`config.mk`:
```
export PLATFORM = sky130hd
export DESIGN_NAME = cu_pipe_flat
export DESIGN_NICKNAME = d
export VERILOG_FILES = /design/src/rtl/cu_pkg.sv /design/src/rtl/cu_if.sv /design/src/rtl/cu_decode.sv /design/src/rtl/cu_pipe.sv /design/src/flat_wrapper.sv
export SDC_FILE = /design/constraint.sdc
export NUM_CORES = 1
export LEC_CHECK = 0
export ABC_AREA = 1
export BUFFER_PORTS_ARGS = -buffer_cell sky130_fd_sc_hd__clkbuf_2
export CAP_MARGIN = 10
export CORE_MARGIN = 2
export CORE_UTILIZATION = 25
export CTS_BUF_LIST = sky130_fd_sc_hd__clkbuf_8
export DETAILED_ROUTE_END_ITERATION = 8
export PLACE_DENSITY_LB_ADDON = 0.08
export SLEW_MARGIN = 20
export SYNTH_ARGS = -nofsm -noshare
export SYNTH_HDL_FRONTEND = slang
export SYNTH_SLANG_ARGS = --single-unit
```
`constraint.sdc`:
```
create_clock -name clk -period 3.3 [get_ports clk]
set_clock_uncertainty 0.05 [all_clocks]
set_input_delay 0 -clock clk [delete_from_list [all_inputs] [get_ports clk]]
set_output_delay 0 -clock clk [all_outputs]
set_load 0.05 [all_outputs]
```
`src/rtl/cu_pkg.sv`:
```
// Shared encodings, the EX control bundle and the MUL/DIV sequencer state for cu_pipe.
package cu_pkg;
  localparam logic [6:0] OP_R     = 7'b0110011;
  localparam logic [6:0] OP_I     = 7'b0010011;
  localparam logic [6:0] OP_LOAD  = 7'b0000011;
  localparam logic [6:0] OP_JALR  = 7'b1100111;
  localparam logic [6:0] OP_B     = 7'b1100011;
  localparam logic [6:0] OP_S     = 7'b0100011;
  localparam logic [6:0] OP_JAL   = 7'b1101111;
  localparam logic [6:0] OP_LUI   = 7'b0110111;
  localparam logic [6:0] OP_AUIPC = 7'b0010111;

  localparam logic [6:0] FUNCT7_BASE = 7'b0000000;
  localparam logic [6:0] FUNCT7_ALT  = 7'b0100000;
  localparam logic [6:0] FUNCT7_MD   = 7'b0000001;

  localparam logic [2:0] IMM_I = 3'b000;
  localparam logic [2:0] IMM_S = 3'b001;
  localparam logic [2:0] IMM_B = 3'b101;
  localparam logic [2:0] IMM_U = 3'b010;
  localparam logic [2:0] IMM_J = 3'b110;

  localparam logic [1:0] WB_ALU = 2'b00;
  localparam logic [1:0] WB_MEM = 2'b01;
  localparam logic [1:0] WB_PC4 = 2'b10;
  localparam logic [1:0] WB_MD  = 2'b11;

  localparam logic [4:0] BR_NONE = 5'b00000;
  localparam logic [1:0] BR_COND = 2'b01;
  localparam logic [4:0] BR_JUMP = 5'b10000;

  typedef struct packed {
    logic       alua;
    logic       alub;
    logic       dmwr;
    logic       ruwr;
    logic [1:0] wbsrc;
    logic [2:0] immsrc;
    logic [2:0] dmctrl;
    logic [3:0] aluop;
    logic [4:0] brop;
    logic [3:0] mdop;
  } ctrl_t;

  typedef enum logic {IDLE, BUSY} md_state_t;
endpackage

```
`src/rtl/cu_if.sv`:
```
// DE-side instruction/hazard inputs and EX-side control outputs of the control unit.
interface cu_if;
  logic [6:0] OpCode;
  logic [6:0] Funct7;
  logic [2:0] Funct3;
  logic       Valid_de;
  logic       Stall_i;
  logic       Flush_i;
  logic       ALUASrc_ex;
  logic       ALUBSrc_ex;
  logic       DMWr_ex;
  logic       RUWr_ex;
  logic [1:0] RuDataWrSrc_ex;
  logic [2:0] ImmSrc_ex;
  logic [2:0] DMCtrl_ex;
  logic [3:0] ALUOp_ex;
  logic [4:0] BrOp_ex;
  logic [3:0] MDOp_ex;
  logic       Valid_ex;
  logic       Illegal_ex;
  logic       MDBusy;
  logic       MDDone;

  modport master (
    output OpCode, Funct7, Funct3, Valid_de, Stall_i, Flush_i,
    input  ALUASrc_ex, ALUBSrc_ex, DMWr_ex, RUWr_ex, RuDataWrSrc_ex, ImmSrc_ex,
           DMCtrl_ex, ALUOp_ex, BrOp_ex, MDOp_ex, Valid_ex, Illegal_ex, MDBusy, MDDone
  );
  modport slave (
    input  OpCode, Funct7, Funct3, Valid_de, Stall_i, Flush_i,
    output ALUASrc_ex, ALUBSrc_ex, DMWr_ex, RUWr_ex, RuDataWrSrc_ex, ImmSrc_ex,
           DMCtrl_ex, ALUOp_ex, BrOp_ex, MDOp_ex, Valid_ex, Illegal_ex, MDBusy, MDDone
  );
endinterface

```
`src/rtl/cu_decode.sv`:
```
// Combinational RV32I(+M) decode: opcode/funct fields to the EX control bundle and an illegal flag.
module cu_decode
  import cu_pkg::*;
#(
  parameter int EN_M = 1
) (
  input  logic [6:0] opcode,
  input  logic [6:0] funct7,
  input  logic [2:0] funct3,
  output ctrl_t      ctrl,
  output logic       illegal
);
  always_comb begin
    ctrl    = '0;
    illegal = 1'b0;
    case (opcode)
      OP_R: begin
        ctrl.ruwr = 1'b1;
        if (funct7 == FUNCT7_BASE) begin
          ctrl.aluop = {1'b0, funct3};
        end else if (funct7 == FUNCT7_ALT && (funct3 == 3'b000 || funct3 == 3'b101)) begin
          ctrl.aluop = {1'b1, funct3};
        end else if (funct7 == FUNCT7_MD && EN_M != 0) begin
          ctrl.wbsrc = WB_MD;
          ctrl.mdop  = {1'b1, funct3};
        end else begin
          illegal = 1'b1;
        end
      end
      OP_I: begin
        ctrl.ruwr  = 1'b1;
        ctrl.alub  = 1'b1;
        ctrl.aluop = (funct3 == 3'b101) ? {funct7[5], funct3} : {1'b0, funct3};
      end
      OP_LOAD: begin
        ctrl.ruwr   = 1'b1;
        ctrl.alub   = 1'b1;
        ctrl.immsrc = IMM_I;
        ctrl.wbsrc  = WB_MEM;
        ctrl.dmctrl = funct3;
      end
      OP_JALR: begin
        ctrl.ruwr  = 1'b1;
        ctrl.alub  = 1'b1;
        ctrl.wbsrc = WB_PC4;
        ctrl.brop  = BR_JUMP;
      end
      OP_B: begin
        ctrl.alua   = 1'b1;
        ctrl.alub   = 1'b1;
        ctrl.immsrc = IMM_B;
        ctrl.brop   = {BR_COND, funct3};
      end
      OP_S: begin
        ctrl.alub   = 1'b1;
        ctrl.dmwr   = 1'b1;
        ctrl.immsrc = IMM_S;
        ctrl.dmctrl = funct3;
      end
      OP_JAL: begin
        ctrl.ruwr   = 1'b1;
        ctrl.alua   = 1'b1;
        ctrl.alub   = 1'b1;
        ctrl.immsrc = IMM_J;
        ctrl.wbsrc  = WB_PC4;
        ctrl.brop   = BR_JUMP;
      end
      OP_LUI: begin
        ctrl.ruwr   = 1'b1;
        ctrl.alub   = 1'b1;
        ctrl.immsrc = IMM_U;
        ctrl.aluop  = 4'b1001;
      end
      OP_AUIPC: begin
        ctrl.ruwr   = 1'b1;
        ctrl.alua   = 1'b1;
        ctrl.alub   = 1'b1;
        ctrl.immsrc = IMM_U;
      end
      default: illegal = 1'b1;
    endcase
    // Illegal encodings must not leave any side-effecting control behind.
    if (illegal) ctrl = '0;
  end
endmodule

```
`src/rtl/cu_pipe.sv`:
```
// Control unit top: DE->EX control register with stall/flush, plus the MUL/DIV latency sequencer.
module cu_pipe
  import cu_pkg::*;
#(
  parameter  int EN_M       = 1,
  parameter  int MD_LATENCY = 4,
  localparam int CNT_W      = $clog2(MD_LATENCY + 1)
) (
  input logic clk,
  input logic rst,
  cu_if.slave bus
);
  ctrl_t            dec_ctrl, ex_ctrl;
  logic             dec_ill, ex_valid, ex_ill;
  md_state_t        state, state_nx;
  logic [CNT_W-1:0] cnt, cnt_nx;
  logic             md_busy, md_done, bubble, md_start;

  cu_decode #(.EN_M(EN_M)) u_dec (
    .opcode (bus.OpCode),
    .funct7 (bus.Funct7),
    .funct3 (bus.Funct3),
    .ctrl   (dec_ctrl),
    .illegal(dec_ill)
  );

  assign md_busy  = (state == BUSY) && (cnt != '0);
  assign md_done  = (state == BUSY) && (cnt == '0);
  assign bubble   = bus.Flush_i | bus.Stall_i | ~bus.Valid_de;
  assign md_start = ~bubble & dec_ctrl.mdop[3];

  // On the done cycle the sequencer is not busy, so the next edge captures normally.
  always_comb begin
    state_nx = state;
    cnt_nx   = cnt;
    if (md_busy) begin
      cnt_nx = cnt - CNT_W'(1);
    end else if (md_start) begin
      state_nx = BUSY;
      cnt_nx   = CNT_W'(MD_LATENCY - 1);
    end else begin
      state_nx = IDLE;
      cnt_nx   = '0;
    end
  end

  always_ff @(posedge clk) begin
    if (rst) begin
      state <= IDLE;
      cnt   <= '0;
    end else begin
      state <= state_nx;
      cnt   <= cnt_nx;
    end
  end

  // A busy MUL/DIV is older than anything in DE, so it outranks flush and stall.
  always_ff @(posedge clk) begin
    if (rst) begin
      ex_ctrl  <= '0;
      ex_valid <= 1'b0;
      ex_ill   <= 1'b0;
    end else if (!md_busy) begin
      if (bubble) begin
        ex_ctrl  <= '0;
        ex_valid <= 1'b0;
        ex_ill   <= 1'b0;
      end else begin
        ex_ctrl  <= dec_ctrl;
        ex_valid <= 1'b1;
        ex_ill   <= dec_ill;
      end
    end
  end

  assign bus.ALUASrc_ex     = ex_ctrl.alua;
  assign bus.ALUBSrc_ex     = ex_ctrl.alub;
  assign bus.DMWr_ex        = ex_ctrl.dmwr;
  assign bus.RUWr_ex        = ex_ctrl.ruwr & ~md_busy;
  assign bus.RuDataWrSrc_ex = ex_ctrl.wbsrc;
  assign bus.ImmSrc_ex      = ex_ctrl.immsrc;
  assign bus.DMCtrl_ex      = ex_ctrl.dmctrl;
  assign bus.ALUOp_ex       = ex_ctrl.aluop;
  assign bus.BrOp_ex        = ex_ctrl.brop;
  assign bus.MDOp_ex        = ex_ctrl.mdop;
  assign bus.Valid_ex       = ex_valid;
  assign bus.Illegal_ex     = ex_ill;
  assign bus.MDBusy         = md_busy;
  assign bus.MDDone         = md_done;
endmodule

```
`src/flat_wrapper.sv`:
```
// flat-port wrapper written by rule: the top's interface ports become plain ports
module cu_pipe_flat import cu_pkg::*;
#(
  parameter  int EN_M       = 1,
  parameter  int MD_LATENCY = 4,
  localparam int CNT_W      = $clog2(MD_LATENCY + 1)
)
  (clk, rst, bus_OpCode, bus_Funct7, bus_Funct3, bus_Valid_de, bus_Stall_i, bus_Flush_i, bus_ALUASrc_ex, bus_ALUBSrc_ex, bus_DMWr_ex, bus_RUWr_ex, bus_RuDataWrSrc_ex, bus_ImmSrc_ex, bus_DMCtrl_ex, bus_ALUOp_ex, bus_BrOp_ex, bus_MDOp_ex, bus_Valid_ex, bus_Illegal_ex, bus_MDBusy, bus_MDDone);
  cu_if bus_i ();
  input logic clk;
  input logic rst;
  input wire logic [$bits(bus_i.OpCode)-1:0] bus_OpCode;
  input wire logic [$bits(bus_i.Funct7)-1:0] bus_Funct7;
  input wire logic [$bits(bus_i.Funct3)-1:0] bus_Funct3;
  input wire logic [$bits(bus_i.Valid_de)-1:0] bus_Valid_de;
  input wire logic [$bits(bus_i.Stall_i)-1:0] bus_Stall_i;
  input wire logic [$bits(bus_i.Flush_i)-1:0] bus_Flush_i;
  output wire logic [$bits(bus_i.ALUASrc_ex)-1:0] bus_ALUASrc_ex;
  output wire logic [$bits(bus_i.ALUBSrc_ex)-1:0] bus_ALUBSrc_ex;
  output wire logic [$bits(bus_i.DMWr_ex)-1:0] bus_DMWr_ex;
  output wire logic [$bits(bus_i.RUWr_ex)-1:0] bus_RUWr_ex;
  output wire logic [$bits(bus_i.RuDataWrSrc_ex)-1:0] bus_RuDataWrSrc_ex;
  output wire logic [$bits(bus_i.ImmSrc_ex)-1:0] bus_ImmSrc_ex;
  output wire logic [$bits(bus_i.DMCtrl_ex)-1:0] bus_DMCtrl_ex;
  output wire logic [$bits(bus_i.ALUOp_ex)-1:0] bus_ALUOp_ex;
  output wire logic [$bits(bus_i.BrOp_ex)-1:0] bus_BrOp_ex;
  output wire logic [$bits(bus_i.MDOp_ex)-1:0] bus_MDOp_ex;
  output wire logic [$bits(bus_i.Valid_ex)-1:0] bus_Valid_ex;
  output wire logic [$bits(bus_i.Illegal_ex)-1:0] bus_Illegal_ex;
  output wire logic [$bits(bus_i.MDBusy)-1:0] bus_MDBusy;
  output wire logic [$bits(bus_i.MDDone)-1:0] bus_MDDone;
  assign bus_i.OpCode = bus_OpCode;
  assign bus_i.Funct7 = bus_Funct7;
  assign bus_i.Funct3 = bus_Funct3;
  assign bus_i.Valid_de = bus_Valid_de;
  assign bus_i.Stall_i = bus_Stall_i;
  assign bus_i.Flush_i = bus_Flush_i;
  assign bus_ALUASrc_ex = bus_i.ALUASrc_ex;
  assign bus_ALUBSrc_ex = bus_i.ALUBSrc_ex;
  assign bus_DMWr_ex = bus_i.DMWr_ex;
  assign bus_RUWr_ex = bus_i.RUWr_ex;
  assign bus_RuDataWrSrc_ex = bus_i.RuDataWrSrc_ex;
  assign bus_ImmSrc_ex = bus_i.ImmSrc_ex;
  assign bus_DMCtrl_ex = bus_i.DMCtrl_ex;
  assign bus_ALUOp_ex = bus_i.ALUOp_ex;
  assign bus_BrOp_ex = bus_i.BrOp_ex;
  assign bus_MDOp_ex = bus_i.MDOp_ex;
  assign bus_Valid_ex = bus_i.Valid_ex;
  assign bus_Illegal_ex = bus_i.Illegal_ex;
  assign bus_MDBusy = bus_i.MDBusy;
  assign bus_MDDone = bus_i.MDDone;
  cu_pipe #(.EN_M(EN_M), .MD_LATENCY(MD_LATENCY)) u_core (.clk(clk), .rst(rst), .bus(bus_i));
endmodule
```
==> results.sh <==
export IMPL_status="finished clean"
export IMPL_drv_cap=0
export IMPL_tightest_slew_ns=0.456
export IMPL_whs_ns=0.0146
export IMPL_coreArea_um2=6790
export IMPL_max_freq_mhz=525
export IMPL_overflow=0
export IMPL_die_x_um=87.9
export IMPL_dpl_hpwl_um=3600
export IMPL_synth_common_cells="nand2_1 (77), dfxtp_1 (30), nor2_1 (27)"
export IMPL_diodes=0
export IMPL_die_h_um=87.9
export IMPL_hold_viol_final=0
export IMPL_cp_startpoint="u_core.cnt[0]$_SDFF_PP0_"
export IMPL_grt_pass1_wl_um=7560
export IMPL_ys_seq_elements=30
export IMPL_synth_top_cell_by_area="dfxtp_1"
export IMPL_slew_headroom_pct=69.5
export IMPL_drv_slew=0
export IMPL_gp_congestion=0.760
export IMPL_ys_top_cells_by_area="dfxtp_1 (34%), nand2_1 (16%), buf_4 (8.9%)"
export IMPL_cts_buffers_inserted=5
export IMPL_synthMuxAreaShare_pct=0
export IMPL_synth_xor_area_share_pct=0.497
export IMPL_synth_compound_gate_area_share_pct=6.82
export IMPL_cp_start_kind="register"
export IMPL_post_cts_buffers=0
export IMPL_layout_nets=318
export IMPL_period_share_pct=57.7
export IMPL_syn_area_um2=1760
export IMPL_vdd_drop_max_v=0.000117
export IMPL_yosysUniqueCellTypes=24
export IMPL_min_delay_start="bus_Funct3[1]"
export IMPL_synth_fp_nets=288
export IMPL_route_vias_total=1643
export IMPL_cts_resized=0
export IMPL_final_layout_size_suffix_gt1_share_pct=25.4
export IMPL_reg2reg_from="u_core.cnt[0]$_SDFF_PP0_"
export IMPL_p_sw_share_pct=25.1
export IMPL_pwr_share_seq_pct=49.8
export IMPL_setup_tns_ns=0
export IMPL_synth_top_family_by_area="simple AND/OR/NAND/NOR gates"
export IMPL_rsz0062_at_grt="no"
export IMPL_p_switching_mw=0.183
export IMPL_postRouteAntennaNets=0
export IMPL_ctsRootBufferMaster="clkbuf_8"
export IMPL_fillers=784
export IMPL_critPathRequiredTime_ns=3.47
export IMPL_grt_max_degree=19
export IMPL_via_per_inst=4.20
export IMPL_min_path_type="in2reg"
export IMPL_reg2reg_depth=7
export IMPL_postSynthCellCount=264
export IMPL_synth_async_sr_flop_share_pct=0
export IMPL_num_rows=30
export IMPL_cts_tree="done"
export IMPL_grt_use_total_pct=12.7
export IMPL_drc=0
export IMPL_synthAdderAreaFrac_pct=1.42
export IMPL_crit_type="reg2reg"
export IMPL_yosys_area_share_simple_pct=40.8
export IMPL_multi_input_comb_area_um2=872
export IMPL_die_area_um2=7730
export IMPL_wl_per_cell_um=11.7
export IMPL_crit_fanout=17
export IMPL_synth_top_area_share_pct=34.1
export IMPL_synth_seq_area_share_pct=34.1
export IMPL_cp_end_kind="register"
export IMPL_h_tree_depth=2
export IMPL_antenna_found_initial=0
export IMPL_synth_most_common_cell="nand2_1"
export IMPL_area_delta_synth_final_pct=15.8
export IMPL_arrival_ns=2.08
export IMPL_synth_edf_count=0
export IMPL_port_buffers=50
export IMPL_clockBufferDepth=2
export IMPL_synth_area_per_cell_um2=6.67
export IMPL_p_int_mw=0.547
export IMPL_hold_depth=3
export IMPL_power_density_nw_per_um2=358
export IMPL_final_seq_area_um2=601
export IMPL_drtIter0Drc=59
export IMPL_clock_latency_ns=0.28
export IMPL_cts_sinks=30
export IMPL_synth_ff_type="dfxtp_1"
export IMPL_cts_clk_slew_worst_paths_ns=0.06
export IMPL_routed_wl_um=4560
export IMPL_p_leak_nw=1.02
export IMPL_period_needed_ns=1.91
export IMPL_grt_pass1_vias=1579
export IMPL_ff2ff_setup_slack_ns=1.39
export IMPL_power_frac_clock_pct=41.7
export IMPL_start_util_pct=25.9
export IMPL_ios=51
export IMPL_setup_viol=0
export IMPL_hold_buffers=0
export IMPL_combinationalPowerShare_pct=8.4
export IMPL_firstDrtPassIters=4
export IMPL_ys_warn_count=0
[metrics by stage]
step | cells | power [mW] | area (um^2) | setup WS [ns] | util, %
final | 391 | 0.729 | 2040 | 1.39 | 30.0
after global routing | 391 | 0.757 | 2040 | 1.13 | 30.0
after CTS | 391 | 0.738 | 2040 | 1.35 | 30.0
after detailed placement | 383 | 0.433 | 1950 | 1.37 | 28.7
after global placement | 383 | 0.433 | 1950 | 1.42 | 28.7
after floorplan | 264 | 0.406 | 1760 | 1.65 | -
[power groups by stage]
stage	clock [mW]	combinational, mW	sequential [mW]
after floorplan	0	0.0320	0.374
after global placement	0	0.0619	0.372
after detailed placement	0	0.0619	0.371
after CTS	0.313	0.0620	0.363
after global routing	0.324	0.0699	0.363
final	0.304	0.0616	0.363
[cells by family after synthesis]
family	Yosys count
simple gates	155
buf+inv	55
flops	30
compound gates	21
fa+ha+maj	2
xor+xnor	1
[cell type report]
type	instances	area share (%)
multi-input combinational	179	42.8
sequential	30	29.4
timing repair buffer	50	12.3
tap	96	5.89
inverter	28	5.15
clock buffer	6	4.05
clock inverter	2	0.429
[layer usage]
layer	share of wire, %	GRT usage, %	vias up
met5	0	0	-
met4	1.6	5.03	0
met3	5.2	3.02	6
met2	43	19.7	41
met1	50	17.0	713
li1	-	-	883
[path summary, 6_finish.rpt]
path | end
setup / recovery | u_core.ex_ctrl[21]$_SDFFE_PP0N_
hold / removal | u_core.bus.DMCtrl_ex[1]$_SDFFE_PP0N_
setup reg to reg | u_core.ex_ctrl[21]$_SDFFE_PP0N_
hold reg to reg | u_core.bus.BrOp_ex[3]$_SDFFE_PP0N_
[cell usage in the layout (no fill, tap or decap)]
master    count
dfxtp_1      30
nand3_1      20
nand4_1      14
a21oi_4       1
clkbuf_8      6
nor2_1       27
clkbuf_2     50
a21oi_1      14
inv_1        26
inv_2         3
or2_0         1
nor3_2        1
nand2_2       3
nand3_2       1
nor3_1        3
ha_1          2
o21ai_0       5
nor2_2        2
nor2_4        5
xnor2_1       1
o21ai_2       1
nand2_1      77
nand2_4       1
clkinv_2      1
[state kept, by name, summed over array words and instances (netlist names)]
signal,count
u_core.bus.ALUASrc_ex,1
u_core.bus.ALUBSrc_ex,1
u_core.bus.ALUOp_ex,4
u_core.bus.BrOp_ex,5
u_core.bus.DMCtrl_ex,3
u_core.bus.DMWr_ex,1
u_core.bus.Illegal_ex,1
u_core.bus.ImmSrc_ex,3
u_core.bus.MDOp_ex,4
u_core.bus.RuDataWrSrc_ex,2
u_core.bus.Valid_ex,1
u_core.cnt,3
u_core.ex_ctrl,1
[worst max-delay path: stages (launching register included)]
cell and delay (ns):
dfxtp_1 0.30, inv_1 0.06, ha_1 0.24, a21oi_4 0.42, inv_2 0.25, nor2_4 0.34, nand2_1 0.09, nand3_1 0.09
Power figures use the tool's default switching activity.
